[src/rtl/vga_sync_receiver.sv]
// vga_sync_receiver: recovers pixel coordinates from hs/vs,
// tracks sync lock and captures the colour at a probe point.
module vga_sync_receiver #(
  parameter int H_TOTAL      = 800,
  parameter int H_ACTIVE     = 640,
  parameter int H_SYNC_START = 656,
  parameter int V_TOTAL      = 525,
  parameter int V_ACTIVE     = 480,
  parameter int V_SYNC_START = 490
) (
  input  logic        clk100_in,
  input  logic        rst_n_in,
  input  logic        pix_en_in,
  input  logic        hs_in,
  input  logic        vs_in,
  input  logic [7:0]  rgb_in,
  input  logic [9:0]  probe_x_in,
  input  logic [9:0]  probe_y_in,
  output logic [9:0]  x_out,
  output logic [9:0]  y_out,
  output logic        de_out,
  output logic [7:0]  rgb_out,
  output logic        locked_out,
  output logic [7:0]  probe_rgb_out,
  output logic        probe_valid_out,
  output logic        err_out,
  output logic [15:0] frame_cnt_out
);
  typedef enum logic [1:0] {
    SEARCH,
    HLOCK,
    LOCKED
  } state_t;

  localparam logic [9:0]  HLAST = 10'(H_TOTAL - 1);
  localparam logic [9:0]  VLAST = 10'(V_TOTAL - 1);
  localparam logic [9:0]  HACT  = 10'(H_ACTIVE);
  localparam logic [9:0]  VACT  = 10'(V_ACTIVE);
  localparam logic [9:0]  HSS   = 10'(H_SYNC_START);
  localparam logic [9:0]  VSS   = 10'(V_SYNC_START);
  localparam logic [10:0] HSS11 = 11'(H_SYNC_START);
  localparam logic [10:0] VSS11 = 11'(V_SYNC_START);

  state_t      r_state, w_state_n;
  logic [9:0]  r_hcnt, r_vcnt, w_hcnt_n, w_vcnt_n;
  logic        r_pend, w_pend_n;
  logic        r_hs_q, r_vs_q;
  logic        w_hs_fall, w_vs_fall, w_wrap, w_apply;
  logic        w_h_bad, w_v_bad, w_err, w_fr_inc;
  logic        w_de, w_hit;
  logic [9:0]  r_x, r_y;
  logic [7:0]  r_rgb, r_prgb;
  logic        r_de, r_pv, r_err;
  logic [15:0] r_frame;

  assign w_hs_fall = pix_en_in & ~hs_in & r_hs_q;
  assign w_vs_fall = pix_en_in & ~vs_in & r_vs_q;
  assign w_wrap    = pix_en_in & ~w_hs_fall & (r_hcnt == HLAST);
  assign w_apply   = w_wrap & (r_pend | w_vs_fall);
  assign w_h_bad   = w_hs_fall & (({1'b0, r_hcnt} + 11'd1) != HSS11);
  assign w_v_bad   = w_apply & (({1'b0, r_vcnt} + 11'd1) != VSS11);

  // Next horizontal/vertical position and pending-vsync flag
  always_comb begin
    w_hcnt_n = r_hcnt;
    w_vcnt_n = r_vcnt;
    w_pend_n = r_pend;
    if (pix_en_in) begin
      if (w_hs_fall)   w_hcnt_n = HSS;
      else if (w_wrap) w_hcnt_n = '0;
      else             w_hcnt_n = r_hcnt + 10'd1;
    end
    if (w_apply) begin
      w_vcnt_n = VSS;
      w_pend_n = 1'b0;
    end else begin
      if (w_wrap)
        w_vcnt_n = (r_vcnt == VLAST) ? '0 : r_vcnt + 10'd1;
      if (w_vs_fall) w_pend_n = 1'b1;
    end
  end

  // Lock FSM next state, error and frame-count decisions
  always_comb begin
    w_state_n = r_state;
    w_err     = 1'b0;
    w_fr_inc  = 1'b0;
    unique case (r_state)
      SEARCH: begin
        if (w_hs_fall) w_state_n = HLOCK;
      end
      HLOCK: begin
        if (w_h_bad)      w_err = 1'b1;
        else if (w_apply) w_state_n = LOCKED;
      end
      LOCKED: begin
        if (w_h_bad | w_v_bad) begin
          w_err     = 1'b1;
          w_state_n = SEARCH;
        end else if (w_apply) begin
          w_fr_inc = 1'b1;
        end
      end
      default: w_state_n = SEARCH;
    endcase
  end

  assign w_de  = (w_state_n == LOCKED) &
                 (w_hcnt_n < HACT) & (w_vcnt_n < VACT);
  assign w_hit = pix_en_in & w_de &
                 (w_hcnt_n == probe_x_in) &
                 (w_vcnt_n == probe_y_in);

  // State, counters and previous sync samples
  always_ff @(posedge clk100_in or negedge rst_n_in) begin
    if (!rst_n_in) begin
      r_state <= SEARCH;
      r_hcnt  <= '0;
      r_vcnt  <= '0;
      r_pend  <= 1'b0;
      r_hs_q  <= 1'b1;
      r_vs_q  <= 1'b1;
    end else begin
      r_state <= w_state_n;
      r_hcnt  <= w_hcnt_n;
      r_vcnt  <= w_vcnt_n;
      r_pend  <= w_pend_n;
      if (pix_en_in) begin
        r_hs_q <= hs_in;
        r_vs_q <= vs_in;
      end
    end
  end

  // Registered outputs; pulses last exactly one clock
  always_ff @(posedge clk100_in or negedge rst_n_in) begin
    if (!rst_n_in) begin
      r_x     <= '0;
      r_y     <= '0;
      r_rgb   <= '0;
      r_de    <= 1'b0;
      r_prgb  <= '0;
      r_pv    <= 1'b0;
      r_err   <= 1'b0;
      r_frame <= '0;
    end else begin
      r_pv  <= w_hit;
      r_err <= w_err;
      if (pix_en_in) begin
        r_x   <= w_hcnt_n;
        r_y   <= w_vcnt_n;
        r_rgb <= rgb_in;
        r_de  <= w_de;
      end
      if (w_hit)    r_prgb  <= rgb_in;
      if (w_fr_inc) r_frame <= r_frame + 16'd1;
    end
  end

  assign x_out           = r_x;
  assign y_out           = r_y;
  assign de_out          = r_de;
  assign rgb_out         = r_rgb;
  assign locked_out      = (r_state == LOCKED);
  assign probe_rgb_out   = r_prgb;
  assign probe_valid_out = r_pv;
  assign err_out         = r_err;
  assign frame_cnt_out   = r_frame;
endmodule

[config.mk]
export PLATFORM = sky130hd
export DESIGN_NAME = vga_sync_receiver
export DESIGN_NICKNAME = d
export VERILOG_FILES = /design/src/rtl/vga_sync_receiver.sv
export SDC_FILE = /design/constraint.sdc
export NUM_CORES = 1
export LEC_CHECK = 0
export ABC_AREA = 1
export BUFFER_PORTS_ARGS = -buffer_cell sky130_fd_sc_hd__buf_2
export CELL_PAD_IN_SITES_DETAIL_PLACEMENT = 1
export CELL_PAD_IN_SITES_GLOBAL_PLACEMENT = 1
export CORE_MARGIN = 2
export CORE_UTILIZATION = 40
export DETAILED_ROUTE_END_ITERATION = 12
export PLACE_DENSITY_LB_ADDON = 0.2
export SYNTH_ARGS = -nofsm -noshare
export SYNTH_HDL_FRONTEND = slang
export SYNTH_SLANG_ARGS = --single-unit
[constraint.sdc]
create_clock -name clk100_in -period 4.4 [get_ports clk100_in]
set_clock_uncertainty 0.1 [all_clocks]
set_input_delay 0.66 -clock clk100_in [delete_from_list [all_inputs] [get_ports clk100_in]]
set_output_delay 0.66 -clock clk100_in [all_outputs]
set_load 0.02 [all_outputs]
==> impl_metrics.csv, run 1 <==
group,metric,value,unit
status,status,"finished clean",
detailed_routing,drt_iter0_markers,148,
power,internal_power,1.30,mW
sta,rsz0062_at_grt,"false",
sta,setup_ws,1370,ps
yosys,ys_seq_area_share,43.8,%
setup_path,worst-r2r-setup-slack,1370,ps
cts,h-tree-depth,3,
global_route,grt_overflow,0,
setup_path,path_buf_inv,1,
sta,fin_tns_setup,0,ps
finish,final_nets,760,
finish,synthToLayoutAreaGrowth,19.6,%
floorplanning,rows,39,
sta,finalCriticalPeriod,3030,ps
floorplanning,initial_utilization,40.6,%
floorplanning,ios,89,
sta,fmax,330,MHz
cts,insertion_delay,340,ps
cts,post_cts_resized,0,
cts,cts_tree,"done",
yosys,synth_top_cell_area_share,42.6,%
cts,cts-root-buf,"clkbuf_16",
floorplanning,dieArea,12300,µm²
detailed_routing,finalWirelength,13100,µm
sta,setup_viol,0,
setup_path,crit_path_max_incr_delay,460,ps
finish,final_common_cell,"nand2_1",
setup_path,crit_family,"simple AND/OR/NAND/NOR gates",
sta,timing.final.max_slew_violations,0,
cts,clk_pin_slew_worst_paths,60,ps
setup_path,worstPathRequired,4530,ps
sta,hold_viol,0,
detailed_routing,vias_per_cell,5.07,
floorplanning,dieHeight,111,µm
detailed_routing,via_count,4388,
setup_path,critical_path_class,"reg2reg",
yosys,yosysWarnings,0,
power,powerDensity,329,nW/µm²
cts,cts.sink_count,80,
yosys,avgSynthCellArea,7.31,µm²
power,combPwrFrac,11.6,%
yosys,ys_ff_latch,80,
placed_design,dp_hpwl,10100,µm
sta,hold-worst-slack,372,ps
yosys,netlist_instances,627,
placed_design,port_buffers,88,
setup_path,cp_cell_sequence,"ha_1 > nand3_2 > nor2_2 > nand3_2 > nor2_4 > nand3_1 > nand2_2 > inv_2 > nand2_1 > nand3_1 > nor2_1 > nand2_1 > nor2_8 > nand2_4 > nand2_1 > nand2_1",
sta,timing.final.crit_share,69.0,%
global_route,first_global_vias,4586,
placed_design,place_inst,850,
placed_design,gp_congestion,0.834,
cts,cts_setup_buffers,0,
sta,tightestPinTransition,1030,ps
finish,finalNonFillerCells,866,
power,seqPwrFrac,44.4,%
finish,layout-drive-gt1-share,18.8,%
detailed_routing,final_antenna_net_count,0,
global_route,grt_use_total,22.5,%
setup_path,crit_slowest_cell,"dfrtp_1",
job,maxCapViolCount,0,
yosys,syn-num-nets,669,
detailed_routing,drc,0,
power,clkPwrFrac,43.9,%
global_route,grt_max_degree,81,
yosys,synth_area_leaders,"dfrtp_1 (43%), nand2_1 (20%), nand3_1 (6.3%)",
cts,cts_buffer_depth,2,
power,switchingPower,497,µW
cts,numCtsBuffers,9,
power,p_leak,3.02,nW
setup_path,worst-path-max-fanout,12,
power,swShare,27.6,%
global_route,antenna_found_initial,1,
yosys,synth.cell_area,4580,µm²
floorplanning,die_w,111,µm
finish,antennaDiodeCount,0,
cts,hold_buffers,0,
placed_design,pre_cts_slack,1150,ps
setup_path,worst_setup_path_end_kind,"flop",
global_route,grt_pass1_wl,22200,µm
detailed_routing,wl_per_cell,15.1,µm
setup_path,path_common_cell,"nand2_1",
detailed_routing,drt-pass1-iter-count,4,
setup_path,arrival,3160,ps
setup_path,start_kind,"flop",
floorplanning,fp.coreArea,11300,µm²
power,vdd_drop_max,276,µV
yosys,ys_types,36,
yosys,post-synth-top-area-cell,"dfrtp_1",
finish,final_cell_mix,"nand2_1 (244), buf_2 (87), dfrtp_1 (78)",
power,power,1.80,mW
min_path,hold_class,"reg2reg",
sta,slew_headroom,31.5,%
==> logic make-up after synthesis <==
kind of cell	Yosys count	share of synthesized area, %
AOI/OAI and AO/OA	30	3.88
DFF	80	43.8
adders and majority gates	9	2.46
xor gates and xnor gates	16	3.06
and+or+nand+nor	408	39.6
buffers and inverters	84	7.27
==> layout make-up <==
| cell class | count | area [µm²] |
|---|---|---|
| fillers | 1461 | 5800 |
| multi-input cells | 463 | 2240 |
| flip-flops and latches | 80 | 2000 |
| repair buffers | 90 | 458 |
| inverters | 74 | 278 |
| clock buffers | 10 | 239 |
| well taps | 143 | 179 |
| clock inverters | 6 | 75.1 |
==> worst paths after layout <==
check | from | end | cells after the start
max | r_hcnt[0] | probe_rgb_out[0] | 16
min | rgb_out[3] | rgb_out[3] | 2
max reg2reg | r_hcnt[0] | probe_rgb_out[0] | 16
min reg2reg | rgb_out[3] | rgb_out[3] | 2
max in group asynchronous | rst_n_in | r_hcnt[8] | 1
min in group asynchronous | rst_n_in | y_out[4] | 1
==> metrics by stage <==
| step | cell area (µm²) | util [%] |
|---|---|---|
| 2_1_floorplan | 4580 | - |
| 3_3_place_gp | 5160 | 45.8 |
| 3_5_place_dp | 5160 | 45.8 |
| 4_1_cts | 5480 | 48.6 |
| 5_1_grt | 5480 | 48.6 |
| 6_report | 5480 | 48.6 |
==> registers in the layout (all words and copies together), names as in the netlist <==
| register | flops |
|---|---|
| probe_rgb_out | 8 |
| de_out | 1 |
| r_hs_q | 1 |
| r_state | 2 |
| frame_cnt_out | 16 |
| err_out | 1 |
| r_vcnt | 10 |
| rgb_out | 8 |
| r_pend | 1 |
| x_out | 10 |
| r_vs_q | 1 |
| y_out | 10 |
| r_hcnt | 10 |
| probe_valid_out | 1 |
==> cell usage after synthesis <==
master	instances
and2_1	1
xnor2_1	6
nor3_2	1
buf_1	2
nor2_1	52
nand3_2	10
clkbuf_1	3
dfstp_2	2
nand2_4	1
xor2_1	10
o21ai_1	1
a21oi_4	1
a21oi_1	5
nand2_1	244
inv_1	68
nand2_2	4
buf_4	2
nand3b_1	7
nor2_4	2
nor2_8	1
nor3_1	4
clkinv_1	2
a31oi_1	3
buf_6	1
buf_2	2
nor2_2	4
o21a_1	2
o21ai_0	15
nor4_1	3
o211ai_1	1
nand3_1	58
dfrtp_1	78
inv_2	4
o21bai_1	2
ha_1	9
nand4_1	16
==> worst register-to-register path, cell delays in order, from the launching register on <==
cell and delay (ps):
dfrtp_1 460, ha_1 290, nand3_2 160, nor2_2 190, nand3_2 310, nor2_4 310
nand3_1 130, nand2_2 120, inv_2 50, nand2_1 60, nand3_1 60, nor2_1 110
nand2_1 130, nor2_8 190, nand2_4 110, nand2_1 80, nand2_1 60
==> power by group through the flow <==
stage,Sequential (mW),Clock (mW),Combinational [mW]
detailed placement,0.813,0,0.213
finish,0.801,0.791,0.210
floorplan,0.825,0,0.118
global route,0.805,0.842,0.239
CTS,0.800,0.814,0.214
global placement,0.811,0,0.208
==> metal layers <==
| layer | share of wire, % | vias up | global-route usage, % |
|---|---|---|---|
| li1 | - | 2165 | - |
| met4 | 1.7 | 0 | 6.42 |
| met1 | 44 | 2121 | 28.3 |
| met3 | 3.9 | 19 | 4.92 |
| met5 | 0 | - | 0 |
| met2 | 50 | 83 | 39.0 |
Note: power is estimated with default switching activity, not from simulation.
==> run 2, diff against run 1 <==
--- a/config.mk
+++ b/config.mk
@@ -10,7 +10,7 @@
 export CELL_PAD_IN_SITES_DETAIL_PLACEMENT = 1
 export CELL_PAD_IN_SITES_GLOBAL_PLACEMENT = 1
 export CORE_MARGIN = 2
-export CORE_UTILIZATION = 40
+export CORE_UTILIZATION = 36
 export DETAILED_ROUTE_END_ITERATION = 12
 export PLACE_DENSITY_LB_ADDON = 0.2
 export SYNTH_ARGS = -nofsm -noshare
==> constraint.sdc (replaced) <==
create_clock -name clk100_in -period 2.5 [get_ports clk100_in]
set_clock_uncertainty 0.1 [all_clocks]
set_input_delay 0.375 -clock clk100_in [delete_from_list [all_inputs] [get_ports clk100_in]]
set_output_delay 0.375 -clock clk100_in [all_outputs]
set_load 0.02 [all_outputs]
==> run 2 against run 1 <==
First-iteration DRC count fell by 7.4%. Final cell count rose by 13%. Sequential cell count is the same. Design area rose by 18%. Maximum frequency is 22% higher. Non-clock buffer count increased by 79. Sequential power grew 75%. Largest cell class unchanged. Largest power group is now the clock network.
==> impl_metrics.csv, run 2 (same netlist as run 1, synthesis figures left out) <==
group,metric,value,unit
setup_path,path_buf_inv,1,
min_path,hold_class,"in2reg",
status,status,"finished clean",
cts,cts_tree,"done",
finish,antennaDiodeCount,0,
power,power,3.43,mW
sta,slew_headroom,65.7,%
floorplanning,dieHeight,117,µm
setup_path,crit_family,"simple AND/OR/NAND/NOR gates",
finish,layout-drive-gt1-share,36.1,%
floorplanning,dieArea,13600,µm²
global_route,met2_usage,40.1,%
floorplanning,rows,41,
sta,setup_viol,0,
finish,final_nets,840,
sta,tightestPinTransition,514,ps
cts,h-tree-depth,3,
finish,largest_reg_flops,16,
detailed_routing,drt_iter0_markers,137,
floorplanning,die_w,117,µm
finish,final_core_util,51.8,%
detailed_routing,drt-pass1-iter-count,4,
placed_design,port_buffers,88,
cts,cts.sink_count,80,
setup_path,crit_slowest_cell,"dfrtp_1",
sta,finalCriticalPeriod,2480,ps
detailed_routing,drc,0,
power,powerDensity,529,nW/µm²
sta,fmax,403,MHz
global_route,grt_use_total,22.8,%
detailed_routing,via_count,4717,
finish,synthToLayoutAreaGrowth,41.4,%
finish,final_cell_mix,"nand2_1 (223), buf_2 (87), buf_4 (77)",
setup_path,start_kind,"flop",
setup_path,cp_cell_sequence,"ha_4 > nand2_2 > nor2_4 > nand4_1 > nor2_4 > nand2_2 > nand4_1 > nand2_1 > nor2_2 > nand2_1 > nor2_2 > nand2_2 > nor2_8 > buf_12 > nand3_1 > nand2_1",
sta,hold_viol,0,
global_route,grt_use_met1,28.5,%
floorplanning,initial_utilization,36.6,%
global_route,grt_pass1_wl,24000,µm
cts,numCtsBuffers,9,
cts,cts-root-buf,"clkbuf_16",
detailed_routing,final_antenna_net_count,0,
finish,fillCellCount,1608,
job,maxCapViolCount,0,
setup_path,arrival,2670,ps
global_route,grt.busiest_layer,"met2",
global_route,first_global_vias,4816,
finish,final_common_cell,"nand2_1",
cts,clk_pin_slew_worst_paths,60,ps
setup_path,critical_path_class,"reg2reg",
power,vdd_drop_max,386,µV
sta,rsz0062_at_grt,"true",
detailed_routing,wl_per_cell,15.7,µm
cts,cts_buffer_depth,2,
setup_path,worstPathRequired,2690,ps
sta,timing.final.crit_share,99.4,%
floorplanning,ios,89,
global_route,antenna_found_initial,0,
power,p_leak,3.43,nW
detailed_routing,vias_per_cell,4.84,
detailed_routing,finalWirelength,15300,µm
placed_design,gp_congestion,0.890,
setup_path,worst_setup_path_end_kind,"flop",
global_route,grt_overflow,0,
cts,insertion_delay,360,ps
placed_design,dp_hpwl,11100,µm
sta,timing.final.max_slew_violations,0,
global_route,gr-usage-met3,3.50,%
setup_path,crit_path_max_incr_delay,400,ps
floorplanning,fp.coreArea,12500,µm²
setup_path,worst-path-max-fanout,6,
global_route,grt_max_degree,37,
[run 2: what timing repair did]
item                                    in CTS  in global routing
hold buffers                                 1                  0
setup buffers                                7                 12
pin swaps                                    5                 27
hold endpoints to repair                    31                  0
cloned                                       0                  1
endpoints found under the setup margin      16                 21
resized for setup                           24                 73
[run 2: through the flow]
stage,instance area (µm²),setup TNS (ps),worst slack (ps),hold WS [ps],cells
after floorplan,4580,0,213,-20.6,627
after global placement,5670,-1030,-119,285,938
after detailed placement,5670,-2700,-259,288,938
after CTS,6150,0,1.49,138,962
after global routing,6480,-1580,-167,158,975
final,6480,0,15.8,145,975
[run 2: where the power goes]
group	switching [mW]	internal [mW]	total [mW]
registers	0.0446	1.36	1.40
logic	0.312	0.193	0.505
clock network	0.583	0.939	1.52
[run 2: layout make-up]
| cell class | count | area, µm² | share of cell area [%] |
|---|---|---|---|
| Timing Repair Buffer | 169 | 1090 | 16.8 |
| Sequential cell | 80 | 2020 | 31.2 |
| Clock buffer | 11 | 253 | 3.90 |
| Multi-Input combinational cell | 464 | 2540 | 39.2 |
| Clock inverter | 5 | 85.1 | 1.31 |
| Tap cell | 172 | 215 | 3.32 |
| Inverter | 74 | 278 | 4.29 |
[run 2: layer usage]
layer / vias up / share of wire, %
met5: - / 0
met4: 0 / 2.2
met3: 21 / 3.1
met2: 75 / 52
met1: 2300 / 43
li1: 2321 / -
[run 2: worst min-delay path: stages]
cell and delay [ps]:
buf_2 90, nand2_1 50, nand2_1 60
[run 2: worst paths after layout]
kind / slack (ps) / from / cells after the start / endpoint
max: 20 / r_hcnt[0] / 16 / probe_rgb_out[6]
min: 140 / rgb_in[5] / 3 / rgb_out[5]
max reg2reg: 20 / r_hcnt[0] / 16 / probe_rgb_out[6]
min reg2reg: 370 / rgb_out[3] / 2 / rgb_out[3]
max in group asynchronous: 1260 / rst_n_in / 3 / r_hcnt[3]
min in group asynchronous: 440 / rst_n_in / 2 / r_vcnt[2]
